`src/rtl/cmd_mem_loader_pkg.sv`:
```
`default_nettype none
// ============================================================================
// Module : cmd_mem_pkg
// Brief  : Shared state encodings, default widths and words-per-command math
//          for the command memory loader.
// Rev    : 1.0
// ============================================================================
package cmd_mem_pkg;

   localparam int DEF_CMD_WIDTH  = 128;
   localparam int DEF_ADDR_WIDTH = 8;
   localparam int DEF_WORD_WIDTH = 32;

   typedef enum logic [1:0] {
      ST_IDLE   = 2'd0,
      ST_FILL   = 2'd1,
      ST_FINISH = 2'd2
   } state_t;

   function automatic int calc_wpc(input int cmd_w, input int word_w);
      return cmd_w / word_w;
   endfunction

   // Keep the word index at least one bit wide even when WPC is 1.
   function automatic int calc_idx_w(input int wpc);
      return (wpc > 1) ? $clog2(wpc) : 1;
   endfunction

endpackage
`default_nettype wire

```
`src/rtl/cmd_mem_loader_if.sv`:
```
`default_nettype none
// ============================================================================
// Module : cmd_mem_loader_if
// Brief  : Word stream handshake plus command memory write port.
// Rev    : 1.0
// ============================================================================
interface cmd_mem_loader_if #(
   parameter int CMD_WIDTH  = 128,
   parameter int ADDR_WIDTH = 8,
   parameter int WORD_WIDTH = 32
);
   logic [WORD_WIDTH-1:0] word_in;
   logic                  word_valid;
   logic                  word_ready;
   logic                  write_enable;
   logic [ADDR_WIDTH-1:0] write_address;
   logic [CMD_WIDTH-1:0]  cmd_in;

   modport master (
      input  word_in, word_valid,
      output word_ready, write_enable, write_address, cmd_in
   );

   modport slave (
      output word_in, word_valid,
      input  word_ready, write_enable, write_address, cmd_in
   );
endinterface
`default_nettype wire

```
`src/rtl/cmd_mem_loader_word_packer.sv`:
```
`default_nettype none
// ============================================================================
// Module : cmd_word_packer
// Brief  : Collects WPC narrow words into one command, first word in the LSBs.
// Rev    : 1.0
// ============================================================================
module cmd_word_packer
   import cmd_mem_pkg::*;
#(
   parameter int CMD_WIDTH  = DEF_CMD_WIDTH,
   parameter int WORD_WIDTH = DEF_WORD_WIDTH
) (
   input  wire logic                  clk,
   input  wire logic                  rstn,
   input  wire logic                  clear,
   input  wire logic                  accept,
   input  wire logic [WORD_WIDTH-1:0] word_in,
   output logic      [CMD_WIDTH-1:0]  cmd_out,
   output logic                       last
);
   localparam int WPC   = calc_wpc(CMD_WIDTH, WORD_WIDTH);
   localparam int IDX_W = calc_idx_w(WPC);
   localparam logic [IDX_W-1:0] C_LAST_IDX = IDX_W'(WPC - 1);

   logic [IDX_W-1:0]     r_idx;
   logic [CMD_WIDTH-1:0] r_data;
   logic                 w_at_last;

   assign w_at_last = (r_idx == C_LAST_IDX);
   assign last      = accept & w_at_last;

   // Packed view includes the word on the bus so the write can issue next edge.
   always_comb begin
      cmd_out = r_data;
      cmd_out[r_idx*WORD_WIDTH +: WORD_WIDTH] = word_in;
   end

   always_ff @(posedge clk) begin
      if (!rstn) begin
         r_idx  <= '0;
         r_data <= '0;
      end else if (clear) begin
         r_idx  <= '0;
      end else if (accept) begin
         r_data[r_idx*WORD_WIDTH +: WORD_WIDTH] <= word_in;
         r_idx <= w_at_last ? '0 : r_idx + IDX_W'(1);
      end
   end
endmodule
`default_nettype wire

```
`src/rtl/cmd_mem_loader.sv`:
```
`default_nettype none
// ============================================================================
// Module : cmd_mem_loader
// Brief  : Packs a word stream into commands and writes them to consecutive
//          command memory addresses. Optional CMD_MEM_LOADER_CHECKSUM_EN
//          enables the XOR checksum of written commands.
// Rev    : 1.0
// ============================================================================
module cmd_mem_loader
   import cmd_mem_pkg::*;
#(
   parameter int CMD_WIDTH  = DEF_CMD_WIDTH,
   parameter int ADDR_WIDTH = DEF_ADDR_WIDTH,
   parameter int WORD_WIDTH = DEF_WORD_WIDTH
) (
   input  wire logic                  clk,
   input  wire logic                  rstn,
   input  wire logic                  start,
   input  wire logic [ADDR_WIDTH-1:0] start_addr,
   input  wire logic [ADDR_WIDTH:0]   cmd_count,
   input  wire logic                  abort,
   output logic                       busy,
   output logic                       done,
   output logic      [CMD_WIDTH-1:0]  checksum,
   cmd_mem_loader_if.master           bus
);
   state_t                r_state, w_next;
   logic [ADDR_WIDTH-1:0] r_addr;
   logic [ADDR_WIDTH:0]   r_remaining;
   logic                  r_we;
   logic [ADDR_WIDTH-1:0] r_waddr;
   logic [CMD_WIDTH-1:0]  r_cmd;
   logic [CMD_WIDTH-1:0]  w_packed;
   logic                  w_accept, w_last, w_start_ok, w_clear, w_commit;

   assign w_accept   = bus.word_valid & (r_state == ST_FILL);
   assign w_start_ok = (r_state == ST_IDLE) & start;
   assign w_clear    = w_start_ok | ((r_state == ST_FILL) & abort);
   // Abort beats a last-word handshake in the same cycle: the command is dropped.
   assign w_commit   = (r_state == ST_FILL) & w_last & ~abort;

   cmd_word_packer #(
      .CMD_WIDTH  (CMD_WIDTH),
      .WORD_WIDTH (WORD_WIDTH)
   ) u_packer (
      .clk     (clk),
      .rstn    (rstn),
      .clear   (w_clear),
      .accept  (w_accept),
      .word_in (bus.word_in),
      .cmd_out (w_packed),
      .last    (w_last)
   );

   always_ff @(posedge clk) begin
      if (!rstn) r_state <= ST_IDLE;
      else       r_state <= w_next;
   end

   always_comb begin
      w_next = r_state;
      busy   = 1'b0;
      done   = 1'b0;
      case (r_state)
         ST_IDLE: begin
            if (start) w_next = (cmd_count == '0) ? ST_FINISH : ST_FILL;
         end
         ST_FILL: begin
            busy = 1'b1;
            if (abort)                                 w_next = ST_FINISH;
            else if (w_last && r_remaining == (ADDR_WIDTH+1)'(1)) w_next = ST_FINISH;
         end
         ST_FINISH: begin
            done   = 1'b1;
            w_next = ST_IDLE;
         end
         default: w_next = ST_IDLE;
      endcase
   end

   always_ff @(posedge clk) begin
      if (!rstn) begin
         r_addr      <= '0;
         r_remaining <= '0;
         r_we        <= 1'b0;
         r_waddr     <= '0;
         r_cmd       <= '0;
      end else begin
         r_we <= 1'b0;
         if (w_start_ok) begin
            r_addr      <= start_addr;
            r_remaining <= cmd_count;
         end else if (w_commit) begin
            r_we        <= 1'b1;
            r_waddr     <= r_addr;
            r_cmd       <= w_packed;
            r_addr      <= r_addr + ADDR_WIDTH'(1);
            r_remaining <= r_remaining - (ADDR_WIDTH+1)'(1);
         end
      end
   end

   assign bus.word_ready    = (r_state == ST_FILL);
   assign bus.write_enable  = r_we;
   assign bus.write_address = r_waddr;
   assign bus.cmd_in        = r_cmd;

`ifdef CMD_MEM_LOADER_CHECKSUM_EN
   logic [CMD_WIDTH-1:0] r_checksum;

   always_ff @(posedge clk) begin
      if (!rstn)          r_checksum <= '0;
      else if (w_start_ok) r_checksum <= '0;
      else if (w_commit)  r_checksum <= r_checksum ^ w_packed;
   end

   assign checksum = r_checksum;
`else
   assign checksum = '0;
`endif
endmodule
`default_nettype wire

```
`src/flat_wrapper.sv`:
```
// flat-port wrapper written by rule: the top's interface ports become plain ports
module cmd_mem_loader_flat import cmd_mem_pkg::*;
#(
   parameter int CMD_WIDTH  = DEF_CMD_WIDTH,
   parameter int ADDR_WIDTH = DEF_ADDR_WIDTH,
   parameter int WORD_WIDTH = DEF_WORD_WIDTH
)
  (clk, rstn, start, start_addr, cmd_count, abort, busy, done, checksum, bus_word_in, bus_word_valid, bus_word_ready, bus_write_enable, bus_write_address, bus_cmd_in);
  cmd_mem_loader_if #(.CMD_WIDTH(CMD_WIDTH), .ADDR_WIDTH(ADDR_WIDTH), .WORD_WIDTH(WORD_WIDTH)) bus_i ();
  input  wire logic clk;
  input  wire logic rstn;
  input  wire logic start;
  input  wire logic [ADDR_WIDTH-1:0] start_addr;
  input  wire logic [ADDR_WIDTH:0] cmd_count;
  input  wire logic abort;
  output logic busy;
  output logic done;
  output logic      [CMD_WIDTH-1:0] checksum;
  input wire logic [$bits(bus_i.word_in)-1:0] bus_word_in;
  input wire logic [$bits(bus_i.word_valid)-1:0] bus_word_valid;
  output wire logic [$bits(bus_i.word_ready)-1:0] bus_word_ready;
  output wire logic [$bits(bus_i.write_enable)-1:0] bus_write_enable;
  output wire logic [$bits(bus_i.write_address)-1:0] bus_write_address;
  output wire logic [$bits(bus_i.cmd_in)-1:0] bus_cmd_in;
  assign bus_i.word_in = bus_word_in;
  assign bus_i.word_valid = bus_word_valid;
  assign bus_word_ready = bus_i.word_ready;
  assign bus_write_enable = bus_i.write_enable;
  assign bus_write_address = bus_i.write_address;
  assign bus_cmd_in = bus_i.cmd_in;
  cmd_mem_loader #(.CMD_WIDTH(CMD_WIDTH), .ADDR_WIDTH(ADDR_WIDTH), .WORD_WIDTH(WORD_WIDTH)) u_core (.clk(clk), .rstn(rstn), .start(start), .start_addr(start_addr), .cmd_count(cmd_count), .abort(abort), .busy(busy), .done(done), .checksum(checksum), .bus(bus_i));
endmodule
```
`config.mk`:
```
export PLATFORM = sky130hd
export DESIGN_NAME = cmd_mem_loader_flat
export DESIGN_NICKNAME = d
export VERILOG_FILES = /design/src/rtl/cmd_mem_loader_pkg.sv /design/src/rtl/cmd_mem_loader_if.sv /design/src/rtl/cmd_mem_loader_word_packer.sv /design/src/rtl/cmd_mem_loader.sv /design/src/flat_wrapper.sv
export SDC_FILE = /design/constraint.sdc
export NUM_CORES = 1
export LEC_CHECK = 0
export CORE_UTILIZATION = 53
export DETAILED_ROUTE_END_ITERATION = 6
export PLACE_DENSITY = 0.95
export SYNTH_ARGS = -nofsm -noshare
export SYNTH_HDL_FRONTEND = slang
export SYNTH_SLANG_ARGS = --single-unit
```
`constraint.sdc`:
```
create_clock -name clk -period 4.3 [get_ports clk]
set_clock_uncertainty 0.15 [all_clocks]
set_input_delay 1.075 -clock clk [delete_from_list [all_inputs] [get_ports clk]]
set_output_delay 1.075 -clock clk [all_outputs]
set_load 0.1 [all_outputs]
```
==> flow_metrics.py <==
metrics = {
    "clock_network": {
        "max-clock-path-buffers": 3,
        "clk_pin_slew_ns": 0.07,
        "cts_hold_buf": 0,
        "cts_buffers": 28,
        "ctsRootBufferMaster": "clkbuf_16",
        "cts_resized": 0,
        "cts_tree": "yes",
        "insertion_delay_ns": 0.55,
        "ctsHtreeMaxLevel": 1,
        "cts.sinks": 286,
        "postCtsSetupBuffers": 0,
    },
    "critical_path": {
        "crit_fanout": 10,
        "required_ns": 3.07,
        "critPathSlowestCell": "clkdlybuf4s50_1",
        "worstReg2RegEnd": "u_core.u_packer.r_data[121]$_SDFFE_PN0P_",
        "rrSetupSlack_ns": 0.83,
        "path_cells": "nor2b_1 -> clkdlybuf4s50_1",
        "startpoint_type": "register",
        "r2r-start": "u_core.u_packer.r_idx[0]$_SDFFE_PP0P_",
        "path_buf_inv": 1,
        "path_class": "register to primary output",
        "rr_worst_depth": 7,
        "end_kind": "primary output",
        "crit_arrival_ns": 2.36,
        "crit_path_max_incr_delay_ns": 1.15,
        "crit_family": "buffers and inverters",
    },
    "die": {
        "die_area_um2": 23700,
        "io_pins": 322,
        "die_h_um": 154,
        "rows": 55,
        "start_util_pct": 54.0,
        "coreArea_um2": 22600,
        "fp.dieW_um": 154,
    },
    "power_and_ir_drop": {
        "leakagePower_uw": 0.00529,
        "peakVddDrop_mv": 0.318,
        "power_density_nw_per_um2": 416,
    },
    "sta": {
        "fin_crit_sh_pct": 83.4,
        "slew_viol_final": 0,
        "slew_headroom_pct": 13.8,
        "fmax_ghz": 0.279,
        "finalSetupTns_ns": 0,
        "hold_viol_final": 0,
        "setup_slack_ns": 0.712,
        "layout_min_cycle_time_ns": 3.59,
        "finalSetupViolCount": 0,
        "rsz0062_at_grt": "no",
        "tightest_slew_ns": 1.29,
    },
    "global_route": {
        "antenna_found_initial": 0,
        "grt_overflow": 0,
        "grt_pass1_vias": 10400,
        "grt_util_all_layers_pct": 28.4,
        "grt_max_degree": 102,
        "grt_pass1_wl_mm": 54.5,
    },
    "synth": {
        "synth_top_area_share_pct": 46.8,
        "ys_warn_count": 0,
        "synthFlopType": "dfxtp_1",
        "seq_area_frac_synth_pct": 46.8,
        "synth.largest_area_cell": "dfxtp_1",
        "synth-seq-cells": 286,
        "synth_edf_count": 0,
        "synth_area_leaders": "dfxtp_1, buf_4, nor2_1",
        "synthArstFlopShare_pct": 0,
        "synthCells": 1382,
        "synth_cell_type_count": 58,
        "synth_area_per_cell_um2": 8.84,
        "synth.cell_area_um2": 12200,
    },
    "outcome": {
        "status": "complete, but fails checks",
        "violations": "DRC",
    },
    "layout": {
        "fillCellCount": 1767,
        "antenna_cells": 0,
        "synthToLayoutAreaGrowth_pct": 18.9,
        "layout-drive-gt1-share_pct": 5.79,
        "nNetsFinal": 1563,
    },
    "worst_hold_path": {
        "hold_end": "u_core.bus.write_address[3]$_SDFFE_PN0P_",
        "worstHoldPathCells": 2,
        "holdCritPathClass": "register to register",
        "worstHoldStart": "u_core.bus.write_address[3]$_SDFFE_PN0P_",
    },
    "placed_design": {
        "io_buffers": 193,
        "dpl.hpwl_mm": 21.8,
        "dp_slack_ns": 0.829,
        "gp_congestion": 0.955,
    },
    "routing": {
        "wl_mm": 34.6,
        "via_per_inst": 6.03,
        "vias": 10900,
        "routedWlPerCell_um": 19.2,
        "drcViolationCount": 1,
        "detailedRoute.firstIterationViolations": 1058,
        "firstDrtPassIters": 7,
        "ant_nets": 0,
    },
    "flow_run": {
        "drv_cap": 0,
    },
}
==> kinds of logic (layout without fill, tap and decap cells) <==
| group | count (synthesis) | in the layout | synth area share, % |
|---|---|---|---|
| AO/OA/AOI/OAI | 459 | 459 | 25.2 |
| AND/OR/NAND/NOR | 364 | 364 | 13.6 |
| flip-flops | 286 | 286 | 46.8 |
| buffers and inverters | 260 | 272 | 13.2 |
| adder cells (fa/ha/maj) | 9 | 9 | 0.921 |
| multiplexers | 3 | 3 | 0.266 |
| other | 1 | 128 | 0.0307 |
==> per-stage QoR <==
| step | util (%) | hold WS, ns | std cells | power [µW] | instance area (µm²) |
|---|---|---|---|---|---|
| 4_1_cts | 64.2 | 0.312 | 1806 | 6070 | 14500 |
| 5_1_grt | 64.2 | 0.340 | 1806 | 6230 | 14500 |
| 6_report | 64.2 | 0.315 | 1806 | 6050 | 14500 |
| 3_3_place_gp | 60.1 | 0.294 | 1755 | 3640 | 13600 |
| 3_5_place_dp | 60.1 | 0.304 | 1755 | 3650 | 13600 |
| 2_1_floorplan | - | 0.295 | 1509 | 3590 | 12700 |
==> cell type report <==
| cell class | count | area, µm² | area share, % |
|---|---|---|---|
| repair buffers | 211 | 2110 | 14.5 |
| multi-input cells | 963 | 5370 | 37.0 |
| inverters | 10 | 42.5 | 0.293 |
| well taps | 285 | 357 | 2.45 |
| flip-flops and latches | 286 | 5730 | 39.4 |
| clock inverters | 15 | 145 | 0.999 |
| clock buffers | 36 | 781 | 5.37 |
==> cell usage in the layout (no fill, tap or decap), types with 4 or more instances in the layout <==
cell type	n
nor2_1	213
nor2b_1	36
clkinv_2	9
a221oi_2	4
ha_1	9
o21ai_0	97
buf_12	4
nand2_1	42
a221oi_1	68
dfxtp_1	286
conb_1	128
clkbuf_8	5
a22oi_1	97
nor3_1	34
a21oi_1	105
clkdlybuf4s50_1	190
clkbuf_16	28
nand3_1	5
inv_1	9
buf_4	17
nor4_1	5
a32oi_1	4
a211oi_1	64
==> routing by layer <==
metal  global-route usage [%]  part of all wire, %
met5                        0                    0
met3                     4.51                  8.7
met2                     46.9                   48
met4                     14.0                  3.9
met1                     36.0                   40
==> state kept, by name, indices dropped and copies added (netlist names) <==
| signal | flops |
|---|---|
| u_core.bus.write_address | 8 |
| u_core.bus.write_enable | 1 |
| u_core.r_remaining | 9 |
| u_core.bus.cmd_in | 128 |
| u_core.r_addr | 8 |
| u_core.u_packer.r_idx | 2 |
| u_core.u_packer.r_data | 128 |
| u_core.r_state | 2 |
==> worst max-delay path by stage <==
stage,cells past startpoint,from,end,slack (ns)
floorplan,3,u_core.r_state[0]$_SDFFE_PN0P_,busy,0.66
finish,2,u_core.r_state[1]$_SDFFE_PN0P_,done,0.71
global placement,6,abort,u_core.bus.cmd_in[25]$_SDFFE_PN0P_,0.93
detailed placement,6,abort,u_core.bus.cmd_in[30]$_SDFFE_PN0P_,0.83
global route,2,u_core.r_state[1]$_SDFFE_PN0P_,done,0.64
CTS,2,u_core.r_state[1]$_SDFFE_PN0P_,done,0.70
==> worst reg2reg max path, delay by kind of cell, from the launching register on <==
kind,cells,cell delay [ns]
adder cells (fa/ha/maj),1,0.41
AND/OR/NAND/NOR,3,1.60
AO/OA/AOI/OAI,1,0.15
buffers and inverters,2,0.54
flip-flops,1,0.57
==> Yosys cell counts (2+ instances only) <==
master	n
a21oi_1	105
nor3b_2	2
a2bb2oi_1	2
or3_1	2
o21ai_0	97
and3_1	2
nor2_1	213
o21a_1	2
nor3b_1	2
a221oi_2	4
dfxtp_1	286
buf_6	10
nand4_1	2
nand3_1	5
nor4_1	5
nor2b_1	36
buf_1	4
o311ai_1	2
buf_2	37
a221oi_1	68
clkbuf_1	61
o22ai_1	2
nor3_1	34
nand3b_1	2
mux2_2	2
inv_1	9
o211ai_1	2
nand2_1	42
ha_1	9
a41oi_1	2
a32oi_1	4
and2_1	3
buf_4	138
a211oi_1	64
a22oi_1	97
a31oi_1	3
==> report_power, final <==
part	internal, µW	switching [µW]	leakage, µW
clock network	1400	1040	0.000459
logic	136	741	0.00252
registers	2690	34.1	0.00231
(Power assumes the default switching activity.)
==> variant: new RTL, same flow settings <==
Encoding of `state_t`: now one-hot (3 bits for 3 states).
--- a/src/rtl/cmd_mem_loader_pkg.sv
+++ b/src/rtl/cmd_mem_loader_pkg.sv
@@ -11,10 +11,10 @@
    localparam int DEF_ADDR_WIDTH = 8;
    localparam int DEF_WORD_WIDTH = 32;
 
-   typedef enum logic [1:0] {
-      ST_IDLE   = 2'd0,
-      ST_FILL   = 2'd1,
-      ST_FINISH = 2'd2
+   typedef enum logic [2:0] {
+      ST_IDLE   = 3'b001,
+      ST_FILL   = 3'b010,
+      ST_FINISH = 3'b100
    } state_t;
 
    function automatic int calc_wpc(input int cmd_w, input int word_w);
Formal check against the unedited RTL: no difference found for any inputs over 4 cycles, from zero or initial values and one cycle with rstn low; so few cycles prove little.
==> variant against the original RTL <==
  * Area after synthesis increased by 0.13%
  * Worst setup slack improved by 0.076 ns
  * Largest cell class unchanged
  * Sequential cell count is 1 higher
  * Wire length is 0.97% lower
  * Critical path depth stayed put
  * Global-route usage decreased by 0.62 points
  * Die area is 0.13% higher
  * Final area rose by 0.20%
  * Maximum frequency grew 2.2%
  * Utilization increased by 0.13 points
  * Power decreased by 2.3%
==> variant: results (changes against the original RTL) <==
stage	metric	value	unit	change
clocking	CTS root buffer	clkbuf_16		
clocking	clock buffer depth	3		unchanged
logic_synthesis	register area share after synthesis	46.9	%	+0.10 points
global_route	largest net degree at the start of global routing	123		+21%
clocking	Clock Latency Late Sink	0.55	ns	about the same
worst_setup_path	CP max stage delay	1.16	ns	
logic_synthesis	Synth async-reset ratio	0	%	unchanged
drt	Iteration-0 DRC Markers	1018		-3.8%
clocking	Clk pin slew, worst setup/hold paths	0.06	ns	
place	post-DP HPWL	21600	um	-0.92%
global_route	vias in the first global route	9938		-4.7%
worst_setup_path	Max stage delay cell, worst path	clkdlybuf4s50_1		
floorplanning	CORE AREA	0.0226	mm2	unchanged
pwr	worst vdd ir	0.000307	V	-3.4%
place	placer congestion estimate	0.855		-10%
global_route	GRT Resource Usage Total	27.7	%	-0.62 points
drt	Pre-Repair DR Iteration Count	6		-1
pwr	sw power	1.69	mW	-6.9%
worst_setup_path	CP bufs+invs	1		unchanged
logic_synthesis	mean post-synth cell area	8.80	um2	-0.44%
pwr	leak pwr	5.33	nW	+0.76%
finish	nets	1571		+0.51%
logic_synthesis	dominant cells by area after synthesis	dfxtp_1 47%, buf_4 8.7%, nor2_1 6.2%		
sta	setup TNS	0	ns	unchanged
worst_setup_path	CP arrival	2.29	ns	-0.07 ns
status	status	completed		
clocking	Num CTS Buffers	29		+3.6%
finish	Antenna Cells	0		unchanged
place	Post-Place Cells	1762		+0.40%
place	port bufs	193		unchanged
logic_synthesis	count of cell types in the netlist	56		-3.4%
finish	layout cell share with drive strength beyond 1	5.25	%	-0.54 points
place	area of placed instances	0.0136	mm2	+0.16%
logic_synthesis	Post-synth top flop	dfxtp_1		
global_route	first-pass GRT wire length	53300	um	-2.2%
worst_setup_path	Worst Path Max Fanout	5		-5
drt	wire length per cell	18.9	um	-1.2%
logic_synthesis	Post-synth top cells	287 x dfxtp_1, 203 x nor2_1, 142 x buf_4		
finish	Layout Cells excl Fill	1810		+0.22%
worst_setup_path	cell family with most CP delay	buffers and inverters		
place	DP Worst Slack	0.805	ns	-0.0242 ns
worst_hold_path	HP Class	register to register		
finish	number of fill cells	1777		+0.57%
clocking	setup bufs post-CTS	0		unchanged
global_route	antenna violations before repair	0		unchanged
sta	slew at the pin with the worst max-slew slack	1.30	ns	+0.00420 ns
drt	via count	10800		-0.58%
==> variant: worst paths after layout <==
kind / depth (start not counted) / end / slack [ns] / from
max reg2reg: 7 / u_core.u_packer.r_data[17]$_SDFFE_PN0P_ / 0.93 / u_core.u_packer.r_idx[0]$_SDFFE_PP0P_
min reg2reg: 2 / u_core.bus.write_address[2]$_SDFFE_PN0P_ / 0.31 / u_core.bus.write_address[2]$_SDFFE_PN0P_
min: 2 / u_core.bus.write_address[2]$_SDFFE_PN0P_ / 0.31 / u_core.bus.write_address[2]$_SDFFE_PN0P_
max: 2 / done / 0.79 / u_core.r_state[2]$_SDFFE_PN0P_
==> variant: layer usage <==
layer	GRT usage [%]	vias to the layer above	routed length, um
li1	-	4972	-
met1	35.4	5136	13600
met2	45.3	640	16000
met3	6.65	78	3480
met4	10.5	0	1130
met5	0	-	0
==> variant: cell type report <==
class	instances	area, um2	area share [%]
clock buffer	41	831	5.71
clock inverter	7	103	0.705
inverter	10	45.0	0.309
multi-input combinational	968	5380	36.9
sequential	287	5750	39.5
tap	285	357	2.45
timing repair buffer	212	2100	14.4
==> variant: logic make-up (layout without fill, tap and decap cells) <==
group | Yosys count | after routing | share of synthesized area (%)
AO/OA/AOI/OAI | 496 | 496 | 26.3
flip-flops | 287 | 287 | 46.9
AND/OR/NAND/NOR | 335 | 335 | 12.5
other | 1 | 128 | 0.0306
buffers and inverters | 262 | 270 | 13.3
adder cells (fa/ha/maj) | 9 | 9 | 0.920
==> variant: power by group through the flow <==
stage | clock (mW) | sequential (mW) | combinational (mW)
after CTS | 2.52 | 2.69 | 0.718
after global placement | 0 | 2.75 | 0.712
after detailed placement | 0 | 2.75 | 0.716
final | 2.49 | 2.69 | 0.725
after floorplan | 0 | 2.75 | 0.692
after global routing | 2.63 | 2.69 | 0.748
